===== src/rtl/gain_capture.sv =====
// Windowed DC/AC capture: averages 2^LOG2_WIN samples and reports mean plus peak-to-peak swing.
// Peak tracking is built only when GAIN_CAPTURE_PEAK_EN is defined; otherwise out_pk2pk is 0.
module gain_capture #(
  parameter int unsigned WIDTH    = 12,
  parameter int unsigned LOG2_WIN = 4
) (
  input  logic                    clk,
  input  logic                    rst_n,
  input  logic                    start,
  input  logic                    in_valid,
  output logic                    in_ready,
  input  logic signed [WIDTH-1:0] in_data,
  output logic                    out_valid,
  input  logic                    out_ready,
  output logic signed [WIDTH-1:0] out_mean,
  output logic        [WIDTH:0]   out_pk2pk,
  output logic                    busy
);

  localparam int unsigned AccW = WIDTH + LOG2_WIN;

  typedef enum logic [1:0] {StIdle, StAccum, StReport} state_e;

  state_e                 state_q, state_d;
  logic                   in_ready_q, in_ready_d;
  logic                   out_valid_q, out_valid_d;
  logic                   busy_q, busy_d;
  logic [LOG2_WIN-1:0]    cnt_q, cnt_d;
  logic signed [AccW-1:0] acc_q, acc_d;
  logic signed [AccW-1:0] sample_ext, acc_sum, acc_shift;
  logic signed [WIDTH-1:0] mean_q, mean_d;
  logic                   accept, last;

  // in_ready_q mirrors state_q == StAccum, so it doubles as the accept qualifier
  assign accept = in_valid & in_ready_q;
  assign last   = accept && (cnt_q == '1);

  always_ff @(posedge clk or negedge rst_n) begin
    if (!rst_n) begin
      state_q <= StIdle;
    end else begin
      state_q <= state_d;
    end
  end

  always_comb begin
    state_d = state_q;
    case (state_q)
      StIdle:   if (start)     state_d = StAccum;
      StAccum:  if (last)      state_d = StReport;
      StReport: if (out_ready) state_d = StIdle;
      default:                 state_d = StIdle;
    endcase
  end

  // Outputs are registered from the next state so they line up with the state they describe
  always_comb begin
    in_ready_d  = (state_d == StAccum);
    out_valid_d = (state_d == StReport);
    busy_d      = (state_d != StIdle);
  end

  always_comb begin
    sample_ext = {{LOG2_WIN{in_data[WIDTH-1]}}, in_data};
    acc_sum    = acc_q + sample_ext;
    acc_shift  = acc_sum >>> LOG2_WIN;
    acc_d      = acc_q;
    cnt_d      = cnt_q;
    mean_d     = mean_q;
    if (state_q == StIdle && start) begin
      acc_d = '0;
      cnt_d = '0;
    end else if (accept) begin
      acc_d = acc_sum;
      cnt_d = cnt_q + LOG2_WIN'(1);
      if (last) mean_d = acc_shift[WIDTH-1:0];
    end
  end

  always_ff @(posedge clk or negedge rst_n) begin
    if (!rst_n) begin
      in_ready_q  <= 1'b0;
      out_valid_q <= 1'b0;
      busy_q      <= 1'b0;
      cnt_q       <= '0;
      acc_q       <= '0;
      mean_q      <= '0;
    end else begin
      in_ready_q  <= in_ready_d;
      out_valid_q <= out_valid_d;
      busy_q      <= busy_d;
      cnt_q       <= cnt_d;
      acc_q       <= acc_d;
      mean_q      <= mean_d;
    end
  end

  assign in_ready  = in_ready_q;
  assign out_valid = out_valid_q;
  assign busy      = busy_q;
  assign out_mean  = mean_q;

`ifdef GAIN_CAPTURE_PEAK_EN
  logic signed [WIDTH-1:0] min_q, min_d, max_q, max_d;
  logic        [WIDTH:0]   pk_q, pk_d;

  always_comb begin
    min_d = min_q;
    max_d = max_q;
    pk_d  = pk_q;
    if (accept) begin
      if (cnt_q == '0) begin
        min_d = in_data;
        max_d = in_data;
      end else begin
        if (in_data < min_q) min_d = in_data;
        if (in_data > max_q) max_d = in_data;
      end
      // One extra bit keeps full-scale swings non-negative
      if (last) pk_d = {max_d[WIDTH-1], max_d} - {min_d[WIDTH-1], min_d};
    end
  end

  always_ff @(posedge clk or negedge rst_n) begin
    if (!rst_n) begin
      min_q <= '0;
      max_q <= '0;
      pk_q  <= '0;
    end else begin
      min_q <= min_d;
      max_q <= max_d;
      pk_q  <= pk_d;
    end
  end

  assign out_pk2pk = pk_q;
`else
  assign out_pk2pk = '0;
`endif

endmodule


===== config.mk =====
export PLATFORM = sky130hd
export DESIGN_NAME = gain_capture
export DESIGN_NICKNAME = d
export VERILOG_FILES = /design/src/rtl/gain_capture.sv
export SDC_FILE = /design/constraint.sdc
export NUM_CORES = 1
export LEC_CHECK = 0
export CAP_MARGIN = 10
export CORE_ASPECT_RATIO = 0.5
export CORE_UTILIZATION = 53
export DETAILED_ROUTE_END_ITERATION = 8
export GPL_TIMING_DRIVEN = 0
export PLACE_DENSITY = 0.81
export SLEW_MARGIN = 20
export SYNTH_ARGS = -nofsm -noshare
export SYNTH_HDL_FRONTEND = slang
export SYNTH_SLANG_ARGS = --single-unit
export TNS_END_PERCENT = 100

===== constraint.sdc =====
create_clock -name clk -period 4.5 [get_ports clk]
set_clock_uncertainty 0.15 [all_clocks]
set_input_delay 1.125 -clock clk [delete_from_list [all_inputs] [get_ports clk]]
set_output_delay 1.125 -clock clk [all_outputs]
set_load 0.005 [all_outputs]

# Word-level counts from Yosys, hierarchy flattened
# Cells that the tools add are included.
[op_classes]
add_sub_neg = 2
reduce_logical = 6
mux = 8
eq_ne = 5
n_bitwise = 2
[ops]
columns = ["operator", "n"]
rows = [
  ["two-way mux 16 bit", 2],
  ["adder 16 x 12 -> 16 bit", 1],
  ["two-way mux 4 bit", 2],
  ["two-way mux 2 bit", 3],
  ["one-hot mux 2 bit (3 select lines)", 1],
  ["adder 4 x 1 -> 4 bit (second input constant)", 1],
  ["equality test 2 x 1 -> 1 bit (second input constant)", 2],
  ["equality test 2 bit (second input constant)", 2],
  ["equality test 4 bit (second input constant)", 1],
  ["nonzero test 2 bit", 2],
  ["AND reduction 3 bit", 1],
  ["logical AND 1 bit", 2],
  ["zero test 2 bit", 1],
  ["bitwise AND 1 bit", 1],
  ["inverter 1 bit", 1],
]
[totals]
wordCells = 30
regBits = 37
input_bits = 17
output_inout_bits = 28

# Depth between registers and ports, before layout
# Gate-level depths: netlist (run 1).
[logic_depth]
depth_word = 5
depth_mapped = 8
depth_no_buf = 8

# Worst setup path after synthesis (run 1)
# No wires, ideal clock.
[synth_timing]
path_kind = "input -> register"
start = "input in_data[6]"
end = "register acc_q[11]"
slack_ps = 1522
setup_ps = 136
arrival_time_ps = 2691
path_buffers = 0
path_stages = 7
required_ps = 4214
path_cell_list = "ha_1 -> a211oi_1 -> nor2_1 -> o31a_1 -> or4_1 -> nand3_1 -> a21oi_1"
[synth_via]
elab_chain_len = 3
[synth_rtl]
columns = ["element", "line", "source"]
rows = [
  ["start: declaration", "12", "input logic signed [WIDTH-1:0] in_data,"],
  ["adder 16 x 12 -> 16 bit", "65", "acc_sum = acc_q + sample_ext;"],
  ["two-way mux 16 bit", "73", "end else if (accept) begin"],
  ["two-way mux 16 bit", "70", "if (state_q == StIdle && start) begin"],
  ["end signal: assignment", "86", "acc_q <= '0;"],
  ["end signal: assignment", "93", "acc_q <= acc_d;"],
  ["end: declaration", "29", "logic signed [AccW-1:0] acc_q, acc_d;"],
]
# No other way between the ends. The select of a mux whose other input is x is not followed.
# A chain may end at the register's enable or synchronous reset.

# Final worst setup path (run 1)
[layout_timing]
start = "input in_data[11]"
end = "register mean_q[11], in the netlist out_mean[11]"
[layout_via]
elab_chain_len = 1
[layout_rtl]
columns = ["element", "line", "source"]
rows = [
  ["adder 16 x 12 -> 16 bit", "65", ""],
  ["end signal: assignment", "94", "mean_q <= mean_d;"],
  ["end: declaration", "31", "logic signed [WIDTH-1:0] mean_q, mean_d;"],
]
# No other way between the ends.

==> results of run 1 <==
state kept, by name (all words and copies together) (netlist names):
register   cells
state_q        2
out_valid      1
acc_q         16
busy           1
out_mean      12
in_ready       1
cnt_q          4
cell families (layout without fill, tap and decap cells):
group,after synthesis,after routing
flops,37,37
mux,3,3
xor+xnor,10,10
fa+ha+maj,17,17
other cells,1,13
compound gates,61,61
simple gates,112,112
buf+inv,25,65
power by group through the flow:
stage,sequential [mW],combinational [mW],clock [mW]
2_1_floorplan,0.561,0.657,0
3_3_place_gp,0.565,0.882,0
3_5_place_dp,0.570,0.916,0
4_1_cts,0.565,0.921,0.309
5_1_grt,0.583,1.04,0.321
6_report,0.567,0.926,0.303
cells in the mapped netlist (3+ instances only):
library cell and n:
a21oi_1 21, dfrtp_1 37, a21o_1 4, nand2b_1 4, nand2_1 49, clkbuf_1 9, buf_4 13, o31ai_1 4
nor3_1 5, xor2_1 5, o21ai_0 10, o211ai_1 3, ha_1 16, nand3_1 15, nand4_1 5, nor2_1 16
xnor2_1 5, or3_1 3
how the worst max path moves through the flow:
stage | end | slack (ps) | depth (start not counted)
2_1_floorplan | acc_q[11]$_DFFE_PN0P_ | 1520 | 7
4_1_cts | out_mean[11]$_DFFE_PN0P_ | 990 | 9
6_report | out_mean[11]$_DFFE_PN0P_ | 940 | 9
3_5_place_dp | out_mean[11]$_DFFE_PN0P_ | 720 | 9
5_1_grt | out_mean[11]$_DFFE_PN0P_ | 820 | 9
3_3_place_gp | out_mean[11]$_DFFE_PN0P_ | 790 | 9
layout by cell type, fill, tap and decap left out, types with 3 or more instances in the layout:
| cell | netlist | routed |
|---|---|---|
| a21o_1 | 4 | 4 |
| a21oi_1 | 21 | 21 |
| buf_4 | 13 | 13 |
| clkbuf_1 | 9 | 10 |
| clkbuf_8 | 0 | 6 |
| clkdlybuf4s50_1 | 0 | 30 |
| conb_1 | 1 | 13 |
| dfrtp_1 | 37 | 37 |
| ha_1 | 16 | 16 |
| nand2_1 | 49 | 49 |
| nand2b_1 | 4 | 4 |
| nand3_1 | 15 | 15 |
| nand4_1 | 5 | 5 |
| nor2_1 | 16 | 16 |
| nor3_1 | 5 | 5 |
| o211ai_1 | 3 | 3 |
| o21ai_0 | 10 | 10 |
| o31ai_1 | 4 | 4 |
| or3_1 | 3 | 3 |
| xnor2_1 | 5 | 5 |
| xor2_1 | 5 | 5 |
per-layer routing:
layer  wire length, µm  share of wire  up-vias  global-route usage
li1                  -              -     1022                   -
met1              2550           0.49      962               0.340
met2              2200           0.43       68               0.361
met3               312          0.060       13              0.0530
met4                97          0.019        0               0.104
met5                 0              0        -                   0
through the flow:
step	hold slack [ps]	utilization
4_1_cts	331	0.715
2_1_floorplan	320	-
5_1_grt	355	0.715
6_report	323	0.715
3_3_place_gp	308	0.682
3_5_place_dp	312	0.686
worst reg2reg max path, cell delays in order, from the launching register on:
cell and delay [ps]:
dfrtp_1 390, ha_1 210, fa_1 420, a21o_1 210, a31oi_1 230, o21ai_1 200
a31oi_1 270, xor2_1 200, o21ai_0 90
area by class of cell:
cell class	instances	area, µm²	area share
plain buffers	24	141	0.0487
clock buffers	7	86.3	0.0297
clock inverters	1	30.0	0.0103
inverters	1	3.75	0.00129
multi-input cells	216	1320	0.456
flip-flops and latches	37	926	0.319
well taps	54	67.6	0.0233
repair buffers	32	325	0.112
==> flow_metrics.env, run 1 <==
export IMPL_synthFlopType="dfrtp_1"
export IMPL_hold_class="reg -> reg"
export IMPL_reg2reg_depth=8
export IMPL_arrival_ps=3650
export IMPL_grt_pass1_vias=1919
export IMPL_r2r_start="acc_q[0]$_DFFE_PN0P_"
export IMPL_clockPowerShare=0.169
export IMPL_synth_top_area_frac=0.394
export IMPL_place_congestion=0.809
export IMPL_leakage_nw=1.35
export IMPL_post_cts_setup_buffer_count=0
export IMPL_core_area_um2=4060
export IMPL_p_comb_frac=0.515
export IMPL_die_area_um2=4720
export IMPL_finalNetCount=351
export IMPL_cts_tree="built"
export IMPL_swShare=0.393
export IMPL_worstSetupPathType="in -> reg"
export IMPL_htree_levels=2
export IMPL_slew_viol_final=0
export IMPL_status="complete, no violations"
export IMPL_antenna_found_initial=0
export IMPL_p_total_mw=1.80
export IMPL_finalCriticalPeriod_ps=3560
export IMPL_num_vias=2065
export IMPL_fillers=325
export IMPL_numCtsBuffers=5
export IMPL_cts_hold_buffers_added=0
export IMPL_synth_edf_count=0
export IMPL_rrSetupSlack_ps=2010
export IMPL_internal_power_mw=1.09
export IMPL_drv_cap=0
export IMPL_synth_top_family_by_area="simple AND/OR/NAND/NOR gates"
export IMPL_synth_compound_area_frac=0.167
export IMPL_hold_viol_final=0
export IMPL_post_synth_top_area_cell="dfrtp_1"
export IMPL_switching_power_mw=0.706
export IMPL_synth_seq_cells=37
export IMPL_synthCells=266
export IMPL_hold_depth=2
export IMPL_worstPathRequired_ps=4580
export IMPL_viasPerCell=5.55
export IMPL_grt_total_usage=0.242
export IMPL_clk_latency_ps=290
export IMPL_dp_slack_ps=715
export IMPL_die_h_um=49.1
export IMPL_drc=0
export IMPL_syn_area_um2=2350
export IMPL_relSlewSlack=0.628
export IMPL_drt_total_wl_um=5160
export IMPL_power_per_cell_area_nw_per_um2=618
export IMPL_hpwl_um=3720
export IMPL_seq_power_share=0.316
export IMPL_antenna_cells=0
export IMPL_hold_end="out_mean[2]$_DFFE_PN0P_"
export IMPL_synthSimpleGateAreaFrac=0.231
export IMPL_wire_per_inst_um=13.9
export IMPL_cts_sinks=37
export IMPL_finalSetupTns_ps=0
export IMPL_fp_dieW_um=96.2
export IMPL_num_io_pins=45
export IMPL_synthArstFlopShare=1.00
export IMPL_drtIter0Drc=94
export IMPL_worst_path_buf_inv=2
export IMPL_clock_fmax_mhz=281
export IMPL_worst_pin_slew_ps=558
export IMPL_clk_path_buf_depth=2
export IMPL_synthToLayoutAreaGrowth_pct=23.6
export IMPL_seq_area_frac_synth=0.394
export IMPL_placementRows=16
export IMPL_place_area_um2=2790
export IMPL_cp_max_fo=9
export IMPL_dr_pass1_iters=4
export IMPL_cp_start_kind="input pin"
export IMPL_r2r_end="acc_q[10]$_DFFE_PN0P_"
export IMPL_cpLargestDelayFamily="buffers and inverters"
export IMPL_yosys_area_share_xor_xnor=0.0373
export IMPL_slowest_delay_ps=590
export IMPL_synthMuxAreaShare=0.0133
export IMPL_final_layout_size_suffix_gt1_frac=0.101
export IMPL_crit_path_end_kind="flip-flop"
export IMPL_crit_start="in_data[11]"
export IMPL_cpMaxStageDelayCell="clkdlybuf4s50_1"
export IMPL_synth_fa_ha_area_frac=0.0937
export IMPL_path_cells="clkdlybuf4s50_1, ha_1, clkbuf_1, nand2_1, o21ai_1, mux2i_1, o211ai_1, or4b_1, nand3_1"
export IMPL_grt_pass1_wl_um=8560
export IMPL_antenna_left=0
export IMPL_fin_cells=372
export IMPL_grt_start_max_net_pins=33
export IMPL_synth_distinct_cells=50
export IMPL_cts_root_buf="clkbuf_8"
export IMPL_finalSetupViolCount=0
export IMPL_hold_start="out_mean[2]$_DFFE_PN0P_"
export IMPL_yosysWarnings=0
export IMPL_synthTopCellsByArea="dfrtp_1 39%, ha_1 8.5%, nand2_1 7.8%, a21oi_1 4.5%, buf_4 4.2%"
export IMPL_cts_resized=0
export IMPL_layout_worst_path_cycle_share=0.792
export IMPL_fin_area_um2=2900
export IMPL_syn_area_per_cell_um2=8.83
export IMPL_grt_setup_unrepaired="false"
export IMPL_vdd_ir_drop_max_mv=0.313
export IMPL_grt_overflow_total=0
export IMPL_portBuffers=31
export IMPL_initial_core_util=0.578
export IMPL_clk_pin_slew_ps=80
export IMPL_dp_cells=364
export IMPL_fin_ws_ps=936
Power figures use the tool's default switching activity.
==> run 2, diff against run 1 <==
CORE_UTILIZATION = 52   (was 53)
PLACE_DENSITY = 0.8   (was 0.81)
clock period = 3.3 ns   (was 4.5 ns; I/O delays follow)
==> run 2 against run 1 <==
First-iteration DRC count is 23% higher. Clock power is 57% higher. Global-route usage is 0.47 points higher. Sequential power is 37% higher. Final area is 0.73% higher. Count of clock-buffer cells in the layout is 2 lower. Register-to-register slack worse by 1200 ps. Non-clock buffer count is 1 lower. Total power is 42% higher. Sequential share of layout area is 0.23 points lower. Wire length is 7.4% higher. Critical endpoint unchanged.
==> flow_metrics.env, run 2 (synthesis gave the netlist of run 1 again) <==
export IMPL_status="complete, no violations"
export IMPL_finalSetupTns_ps=0
export IMPL_finalNetCount=350
export IMPL_vdd_ir_drop_max_mv=0.458
export IMPL_hpwl_um=4070
export IMPL_grt_pass1_wl_um=9250
export IMPL_die_area_um2=4810
export IMPL_multiInputGateArea_um2=1320
export IMPL_drt_total_wl_um=5540
export IMPL_cts_root_buf="clkbuf_8"
export IMPL_placementRows=16
export IMPL_antenna_left=0
export IMPL_final_common_cell="nand2_1"
export IMPL_layout_worst_path_cycle_share=0.962
export IMPL_drv_cap=0
export IMPL_final_layout_size_suffix_gt1_frac=0.104
export IMPL_grt_setup_unrepaired="false"
export IMPL_drc=0
export IMPL_die_h_um=49.5
export IMPL_cp_max_fo=9
export IMPL_hold_viol_final=0
export IMPL_num_io_pins=45
export IMPL_crit_path_end_kind="flip-flop"
export IMPL_grt_pass1_vias=2018
export IMPL_cts_tree="built"
export IMPL_register_area_um2=926
export IMPL_core_area_um2=4100
export IMPL_clock_fmax_mhz=315
export IMPL_clk_pin_slew_ps=80
export IMPL_cts_sinks=37
export IMPL_fin_area_um2=2930
export IMPL_layout_common_cells="49 x nand2_1, 37 x dfrtp_1, 30 x clkdlybuf4s50_1, 21 x a21oi_1"
export IMPL_power_per_cell_area_nw_per_um2=871
export IMPL_wire_per_inst_um=14.9
export IMPL_place_congestion=0.833
export IMPL_slew_viol_final=0
export IMPL_antenna_cells=0
export IMPL_clk_path_buf_depth=2
export IMPL_clk_latency_ps=300
export IMPL_grt_total_usage=0.247
export IMPL_worst_pin_slew_ps=539
export IMPL_portBuffers=31
export IMPL_fillers=344
export IMPL_hold_class="reg -> reg"
export IMPL_worstPathRequired_ps=3390
export IMPL_fp_dieW_um=97.1
export IMPL_largest_register="acc_q"
export IMPL_dr_pass1_iters=4
export IMPL_place_area_um2=2800
export IMPL_synthToLayoutAreaGrowth_pct=24.5
export IMPL_htree_levels=2
export IMPL_largest_register_ff_count=16
export IMPL_cp_start_kind="input pin"
export IMPL_finalCriticalPeriod_ps=3170
export IMPL_numCtsBuffers=5
export IMPL_grt_overflow_total=0
export IMPL_arrival_ps=3260
export IMPL_initial_core_util=0.573
export IMPL_finalSetupViolCount=0
export IMPL_grt_start_max_net_pins=21
export IMPL_num_vias=2138
export IMPL_antenna_found_initial=0
export IMPL_worstSetupPathType="in -> reg"
export IMPL_relSlewSlack=0.641
export IMPL_leakage_nw=1.36
export IMPL_cts_hold_buffers_added=0
export IMPL_viasPerCell=5.76
export IMPL_drtIter0Drc=116
==> run 2: layout make-up <==
type,instances,area share
Multi-Input combinational cell,216,0.453
Sequential cell,37,0.317
Tap cell,54,0.0231
Timing Repair Buffer,32,0.114
Buffer,23,0.0470
Clock buffer,5,0.0235
Clock inverter,3,0.0222
Inverter,1,0.00128
==> run 2: report_power, final <==
group / leakage, nW / internal, mW / switching, mW / total, mW
Clock: 0.0681 / 0.300 / 0.176 / 0.476
Combinational: 0.842 / 0.590 / 0.704 / 1.29
Sequential: 0.452 / 0.652 / 0.125 / 0.777
Total: 1.36 / 1.54 / 1.01 / 2.55
==> run 2: what timing repair did <==
item,CTS,global route
setup endpoints to repair,0,2
resized for setup,0,0
buffers inserted,0,0
==> run 2: per-stage QoR <==
| step | power [mW] | setup slack [ps] | cells | hold slack, ps | util |
|---|---|---|---|---|---|
| 4_1_cts | 2.53 | 69.4 | 372 | 334 | 0.714 |
| 2_1_floorplan | 1.66 | 622 | 278 | 320 | - |
| 5_1_grt | 2.75 | 13.0 | 371 | 362 | 0.713 |
| 6_report | 2.55 | 125 | 371 | 328 | 0.713 |
| 3_5_place_dp | 2.05 | -186 | 364 | 315 | 0.681 |
| 3_3_place_gp | 1.97 | -103 | 363 | 307 | 0.676 |
==> run 2: worst paths after layout <==
check	startpoint	to	slack [ps]	cells after the start
max	in_data[11]	out_mean[11]$_DFFE_PN0P_	130	9
min	out_mean[7]$_DFFE_PN0P_	out_mean[7]$_DFFE_PN0P_	330	2
max reg2reg	acc_q[0]$_DFFE_PN0P_	acc_q[12]$_DFFE_PN0P_	760	8
min reg2reg	out_mean[7]$_DFFE_PN0P_	out_mean[7]$_DFFE_PN0P_	330	2
max in group asynchronous	rst_n	acc_q[10]$_DFFE_PN0P_	2200	2
min in group asynchronous	rst_n	out_mean[8]$_DFFE_PN0P_	340	1
==> run 2: worst max-delay path: stages <==
cell,delay (ps)
clkdlybuf4s50_1,570
ha_1,360
clkbuf_2,190
nand2_1,90
o21ai_1,260
mux2i_1,250
o211ai_1,150
or4b_1,480
nand3_1,90
==> run 2: layer usage <==
metal | up-vias | GRT usage | wire, µm
li1 | 1025 | - | -
met4 | 0 | 0.0746 | 55
met3 | 10 | 0.0567 | 367
met1 | 1022 | 0.328 | 2460
met5 | - | 0 | 0
met2 | 81 | 0.407 | 2660
